$ cat src/rtl/criterion_if.sv
// Stream bundle between criterion and its surroundings: result/target in, activation/error out.
// master is the criterion side, slave is the associate/target/training side.
interface criterion_if #(
  parameter int RESW = 16,
  parameter int ERRW = 16,
  parameter int CNTW = 16
);
  logic            en;
  logic [RESW-1:0] res_data;
  logic            res_valid;
  logic            res_ready;
  logic [RESW-1:0] tgt_data;
  logic            tgt_valid;
  logic            tgt_ready;
  logic [RESW-1:0] act_data;
  logic            act_valid;
  logic            act_ready;
  logic [ERRW-1:0] err_data;
  logic            err_valid;
  logic            err_ready;
  logic [CNTW-1:0] miss;

  modport master (
    input  en,
    input  res_data, res_valid, output res_ready,
    input  tgt_data, tgt_valid, output tgt_ready,
    output act_data, act_valid, input  act_ready,
    output err_data, err_valid, input  err_ready,
    output miss
  );

  modport slave (
    output en,
    output res_data, res_valid, input  res_ready,
    output tgt_data, tgt_valid, input  tgt_ready,
    input  act_data, act_valid, output act_ready,
    input  err_data, err_valid, output err_ready,
    input  miss
  );
endinterface

$ cat src/rtl/criterion.sv
// Step activation and saturated training error for one associate result per target sample.
// CRITERION_MISS_EN: when defined, adds the saturating count of non-zero errors on miss.
module criterion #(
  parameter int              RESW = 16,
  parameter int              ERRW = 16,
  parameter logic [RESW-1:0] HIGH = 16'h00ff,
  parameter int              CNTW = 16
) (
  input logic         clk,
  input logic         rst,
  criterion_if.master bus
);
  typedef enum logic {ACCEPT, EMIT} state_t;

  localparam int DW = RESW + 1;

  state_t state_reg, state_next;

  // live_reg holds the readies low until the first edge after reset release
  logic            live_reg;
  logic            res_have_reg, tgt_have_reg;
  logic            res_neg_reg;
  logic [RESW-1:0] tgt_reg;
  logic            train_reg;
  logic            act_done_reg, err_done_reg;
  logic [RESW-1:0] act_data_reg;
  logic [ERRW-1:0] err_data_reg;

  logic            res_ready, tgt_ready, act_valid, err_valid;
  logic            res_fire, tgt_fire, act_fire, err_fire;
  logic            res_neg_now;
  logic [RESW-1:0] tgt_now;
  logic            capture, emit_done;
  logic [RESW-1:0] act_next;
  logic signed [DW-1:0] diff;
  logic [ERRW-1:0] err_next;

  assign res_fire    = bus.res_valid & res_ready;
  assign tgt_fire    = bus.tgt_valid & tgt_ready;
  assign act_fire    = act_valid & bus.act_ready;
  assign err_fire    = err_valid & bus.err_ready;

  assign res_neg_now = res_fire ? bus.res_data[RESW-1] : res_neg_reg;
  assign tgt_now     = tgt_fire ? bus.tgt_data : tgt_reg;
  assign capture     = (state_reg == ACCEPT) & (res_have_reg | res_fire) & (tgt_have_reg | tgt_fire);
  assign emit_done   = (state_reg == EMIT) & (act_done_reg | act_fire)
                     & (err_done_reg | err_fire | ~train_reg);

  assign act_next    = res_neg_now ? '0 : HIGH;
  assign diff        = {tgt_now[RESW-1], tgt_now} - {act_next[RESW-1], act_next};

  generate
    if (ERRW >= DW) begin : g_wide
      assign err_next = ERRW'(diff);
    end else begin : g_sat
      // overflow when the bits above the ERRW sign position disagree with it
      logic ovf;
      assign ovf      = ~(&diff[DW-1:ERRW-1]) & (|diff[DW-1:ERRW-1]);
      assign err_next = ovf ? (diff[DW-1] ? {1'b1, {(ERRW-1){1'b0}}} : {1'b0, {(ERRW-1){1'b1}}})
                            : diff[ERRW-1:0];
    end
  endgenerate

  always_ff @(posedge clk or posedge rst) begin
    if (rst) state_reg <= ACCEPT;
    else     state_reg <= state_next;
  end

  always_comb begin
    state_next = state_reg;
    case (state_reg)
      ACCEPT: if (capture)   state_next = EMIT;
      EMIT:   if (emit_done) state_next = ACCEPT;
      default:               state_next = ACCEPT;
    endcase
  end

  always_comb begin
    res_ready = 1'b0;
    tgt_ready = 1'b0;
    act_valid = 1'b0;
    err_valid = 1'b0;
    case (state_reg)
      ACCEPT: begin
        res_ready = live_reg & ~res_have_reg;
        tgt_ready = live_reg & ~tgt_have_reg;
      end
      EMIT: begin
        act_valid = ~act_done_reg;
        err_valid = train_reg & ~err_done_reg;
      end
      default: ;
    endcase
  end

  always_ff @(posedge clk or posedge rst) begin
    if (rst) begin
      live_reg     <= 1'b0;
      res_have_reg <= 1'b0;
      tgt_have_reg <= 1'b0;
      res_neg_reg  <= 1'b0;
      tgt_reg      <= '0;
      train_reg    <= 1'b0;
      act_done_reg <= 1'b0;
      err_done_reg <= 1'b0;
      act_data_reg <= '0;
      err_data_reg <= '0;
    end else begin
      live_reg <= 1'b1;
      if (state_reg == ACCEPT) begin
        if (res_fire) begin
          res_have_reg <= 1'b1;
          res_neg_reg  <= bus.res_data[RESW-1];
        end
        if (tgt_fire) begin
          tgt_have_reg <= 1'b1;
          tgt_reg      <= bus.tgt_data;
        end
        if (capture) begin
          act_data_reg <= act_next;
          err_data_reg <= err_next;
          train_reg    <= bus.en;
          act_done_reg <= 1'b0;
          err_done_reg <= 1'b0;
        end
      end else begin
        if (act_fire) act_done_reg <= 1'b1;
        if (err_fire) err_done_reg <= 1'b1;
        if (emit_done) begin
          res_have_reg <= 1'b0;
          tgt_have_reg <= 1'b0;
        end
      end
    end
  end

  assign bus.res_ready = res_ready;
  assign bus.tgt_ready = tgt_ready;
  assign bus.act_valid = act_valid;
  assign bus.err_valid = err_valid;
  assign bus.act_data  = act_data_reg;
  assign bus.err_data  = err_data_reg;

`ifdef CRITERION_MISS_EN
  logic [CNTW-1:0] miss_reg;

  always_ff @(posedge clk or posedge rst) begin
    if (rst) miss_reg <= '0;
    else if (capture && (err_next != '0) && !(&miss_reg)) miss_reg <= miss_reg + CNTW'(1);
  end

  assign bus.miss = miss_reg;
`else
  assign bus.miss = '0;
`endif
endmodule
$ cat src/flat_wrapper.sv
// flat-port wrapper written by rule: the top's interface ports become plain ports
module criterion_flat 
#(
  parameter int              RESW = 16,
  parameter int              ERRW = 16,
  parameter logic [RESW-1:0] HIGH = 16'h00ff,
  parameter int              CNTW = 16
)
  (clk, rst, bus_en, bus_res_data, bus_res_valid, bus_res_ready, bus_tgt_data, bus_tgt_valid, bus_tgt_ready, bus_act_data, bus_act_valid, bus_act_ready, bus_err_data, bus_err_valid, bus_err_ready, bus_miss);
  criterion_if #(.RESW(RESW), .ERRW(ERRW), .CNTW(CNTW)) bus_i ();
  input logic clk;
  input logic rst;
  input wire logic [$bits(bus_i.en)-1:0] bus_en;
  input wire logic [$bits(bus_i.res_data)-1:0] bus_res_data;
  input wire logic [$bits(bus_i.res_valid)-1:0] bus_res_valid;
  output wire logic [$bits(bus_i.res_ready)-1:0] bus_res_ready;
  input wire logic [$bits(bus_i.tgt_data)-1:0] bus_tgt_data;
  input wire logic [$bits(bus_i.tgt_valid)-1:0] bus_tgt_valid;
  output wire logic [$bits(bus_i.tgt_ready)-1:0] bus_tgt_ready;
  output wire logic [$bits(bus_i.act_data)-1:0] bus_act_data;
  output wire logic [$bits(bus_i.act_valid)-1:0] bus_act_valid;
  input wire logic [$bits(bus_i.act_ready)-1:0] bus_act_ready;
  output wire logic [$bits(bus_i.err_data)-1:0] bus_err_data;
  output wire logic [$bits(bus_i.err_valid)-1:0] bus_err_valid;
  input wire logic [$bits(bus_i.err_ready)-1:0] bus_err_ready;
  output wire logic [$bits(bus_i.miss)-1:0] bus_miss;
  assign bus_i.en = bus_en;
  assign bus_i.res_data = bus_res_data;
  assign bus_i.res_valid = bus_res_valid;
  assign bus_res_ready = bus_i.res_ready;
  assign bus_i.tgt_data = bus_tgt_data;
  assign bus_i.tgt_valid = bus_tgt_valid;
  assign bus_tgt_ready = bus_i.tgt_ready;
  assign bus_act_data = bus_i.act_data;
  assign bus_act_valid = bus_i.act_valid;
  assign bus_i.act_ready = bus_act_ready;
  assign bus_err_data = bus_i.err_data;
  assign bus_err_valid = bus_i.err_valid;
  assign bus_i.err_ready = bus_err_ready;
  assign bus_miss = bus_i.miss;
  criterion #(.RESW(RESW), .ERRW(ERRW), .HIGH(HIGH), .CNTW(CNTW)) u_core (.clk(clk), .rst(rst), .bus(bus_i));
endmodule
$ cat config.mk
export PLATFORM = sky130hd
export DESIGN_NAME = criterion_flat
export DESIGN_NICKNAME = d
export VERILOG_FILES = /design/src/rtl/criterion_if.sv /design/src/rtl/criterion.sv /design/src/flat_wrapper.sv
export SDC_FILE = /design/constraint.sdc
export NUM_CORES = 1
export LEC_CHECK = 0
export CORE_MARGIN = 1
export CORE_UTILIZATION = 35
export CTS_CLUSTER_SIZE = 28
export DETAILED_ROUTE_END_ITERATION = 10
export GPL_TIMING_DRIVEN = 0
export PLACE_DENSITY = 0.74
export SLEW_MARGIN = 25
export SYNTH_ARGS = -nofsm -noshare
export SYNTH_HDL_FRONTEND = slang
export SYNTH_SLANG_ARGS = --single-unit
$ cat constraint.sdc
create_clock -name clk -period 5.2 [get_ports clk]
set_clock_uncertainty 0.2 [all_clocks]
set_input_delay 0.78 -clock clk [delete_from_list [all_inputs] [get_ports clk]]
set_output_delay 0.78 -clock clk [all_outputs]
set_load 0.01 [all_outputs]
==> results.txt <==
# diodes: 0
Clock Latency Late Sink: 300 ps
Starting DRT DRC Count: 97
Reg2reg end: u_core.bus.err_data[14]
RSZ-0062 raised after global routing: no
Min-delay src: u_core.train_reg
Post-detail-place hpwl: 4.13 mm
Via count: 2020
Io pins: 91
Area growth, synth to finish: 32.9%
Crit path cell chain: clkdlybuf4s50_1, and4bb_1, buf_4, clkbuf_1, mux2_2, fa_1, a211oi_1, nor2_1, a311oi_1, nand2_1, o31a_1, o21ai_0, a21oi_1
Post-route DRC violation count: 0
WL met3: 267 um
Min-Delay Path Depth: 2
Clk buf depth: 2
WHS Endpoint: u_core.train_reg
Total grt overflow: 0
Avg Vias per Cell: 4.60
Max Fanout on Critical Path: 19
# hold bufs at CTS: 0
Die width: 86.6 um
Final hold violation count: 0
F_max: 204 MHz
Nets: 390
Post-synth EDFFs: 0
Crit Path Category: in -> reg
Met1 WL: 2.50 mm
Yosys warns: 0
Final worst slack: 292 ps
Final setup viols: 0
Placeable Area: 0.00687 sq mm
H-tree Lvls: 2
# Post-CTS Setup Buffers: 0
Top_reg_cell synth: dfrtp_1
Final Critical Period: 4910 ps
Clock-pin slew on the worst setup and hold paths: 80 ps
TritonCTS clock tree: done
PwrDens: 643 mW/mm^2
Mapped cell area: 0.00250 sq mm
Maxcap violations: 0
Ratio of cells with drive above 1 in the final layout: 20.4%
CTS root buf: clkbuf_8
Synthesized area per cell: 9.59 sq um
Largest net degree at the start of global routing: 34
Seq/Total Area, Yosys: 41.0%
Clk sinks: 41
FF-to-FF Start: u_core.state_reg
Number of port buffers: 51
CP Data Arrival Time: 4890 ps
Chip height: 86.6 um
Pleak: 1.55 nW
Reg2reg path depth: 12
Mean routed wirelength per cell: 12.3 um
Critical path endpoint category: register
Top sig layer: met4
Initial antenna violation count: 0
Area of the multi-input gates: 0.00126 sq mm
Crit-path max cell delay: 500 ps
TNS Setup: 0 ps
First-pass GRT wire length: 9.29 mm
Slew @ Worst Pin: 875 ps
Max-slew violations: 0
Detail Route Antenna Nets: 0
Crit-path slowest cell: clkdlybuf4s50_1
Yosys cell types: 42
Filler cell count: 661
Die area: 0.00750 sq mm
CTS Buf Count: 5
Drt first pass iters: 4
Row count: 30
#FFs+latches synth: 41
Maximum VDD drop: 0.345 mV
All-Layer GR Usage: 16.0%
Initial Util: 36.4%
Vias in the first global route: 2027
R2R setup slack: 780 ps
Gpl congestion: 0.846
Post-synthesis async set-or-reset flop share: 100%
CP startpoint kind: input pin
Sequential Area: 0.00103 sq mm
Slew HR: 41.2%
Final core utilization: 48.4%
CP bufs+invs: 3
Delay-heaviest family, CP: compound AO/OA/AOI/OAI gates
Fin crit share: 94.4%
HP Class: reg -> reg
Post-Route WL: 5.42 mm
Place WS: -472 ps
Status: completed
Syn Inst Count: 261
Worst endpoint required time: 5180 ps
Routed wl met2: 2.59 mm
-- layout by cell type (no fill, tap or decap), types with 5 or more instances in the layout --
master,Yosys,final
clkdlybuf4s50_1,0,51
dfrtp_1,41,41
buf_4,33,33
nor2_1,26,26
nand2_1,26,26
conb_1,2,25
mux2_2,22,22
a21oi_1,21,21
o21ai_0,9,9
inv_1,9,8
ha_1,8,8
a21o_1,5,5
xnor2_1,5,5
clkbuf_8,0,5
-- metal layers --
layer / vias to the layer above / GRT usage (%)
met5: - / 0
met4: 0 / 5.45
met3: 7 / 3.33
met2: 56 / 27.4
met1: 953 / 20.2
li1: 1004 / -
-- worst reg2reg max path, delay by kind of cell (launching register included) --
family / cells / cell delay (ps)
buf+inv: 2 / 740
simple gates: 3 / 670
fa+ha+maj: 1 / 460
mux: 1 / 430
flops: 1 / 430
compound gates: 5 / 1380
-- report_power, final --
part           switching (mW)  internal, mW  total [mW]  leakage, nW
clock                   0.115        0.0932       0.208       0.0450
combinational           0.681         0.681        1.36         1.03
sequential             0.0939         0.475       0.569        0.480
total                   0.890          1.25        2.14         1.55
-- synth_stat cells (all sizes together) (5+ instances only) --
| master | count | area (sq um) |
|---|---|---|
| buf | 34 | 259 |
| ha | 8 | 100 |
| a21o | 5 | 37.5 |
| nand2 | 26 | 97.6 |
| mux2 | 23 | 263 |
| a21oi | 22 | 114 |
| o21ai | 10 | 53.8 |
| dfrtp | 41 | 1030 |
| nor2 | 26 | 97.6 |
| inv | 9 | 33.8 |
| xnor2 | 5 | 43.8 |
-- worst max-delay path by stage --
stage | from | end | slack (ps) | depth (start not counted)
global route | bus_tgt_valid | u_core.bus.err_data[14] | 60 | 13
detailed placement | bus_tgt_valid | u_core.bus.err_data[10] | -470 | 15
finish | bus_tgt_valid | u_core.bus.err_data[14] | 290 | 13
global placement | bus_tgt_valid | u_core.bus.err_data[10] | -360 | 15
floorplan | bus_tgt_valid | u_core.bus.err_data[11] | 750 | 13
CTS | bus_tgt_valid | u_core.bus.err_data[10] | 310 | 14
-- per-stage QoR --
stage	std cells	hold WS [ps]	area, sq um	total power, mW
after detailed placement	432	280	3240	1.92
after global placement	431	256	3220	1.88
final	439	295	3330	2.14
after floorplan	284	247	2590	1.50
after CTS	439	299	3330	2.15
after global routing	439	325	3330	2.35
-- logic make-up after synthesis --
logic type	Yosys count	share of synthesized area (%)
XOR/XNOR	7	2.45
adder cells (fa/ha/maj)	9	4.80
buffers and inverters	47	12.3
multiplexers	27	12.1
AO/OA/AOI/OAI	54	13.8
other	2	0.300
flip-flops	41	41.0
AND/OR/NAND/NOR	74	13.2
-- area by class of cell --
class,instances,area share [%]
plain buffers,37,8.12
clock buffers,6,2.18
clock inverters,2,0.301
inverters,9,1.02
multi-input cells,196,38.0
flip-flops and latches,41,30.8
well taps,96,3.61
repair buffers,52,15.9
-- repair_timing --
action,4_1_cts,5_1_grt
endpoints found under the hold margin,0,0
endpoints found under the setup margin,14,0
resized for setup,1,0
Note: power is estimated with default switching activity, not from simulation.
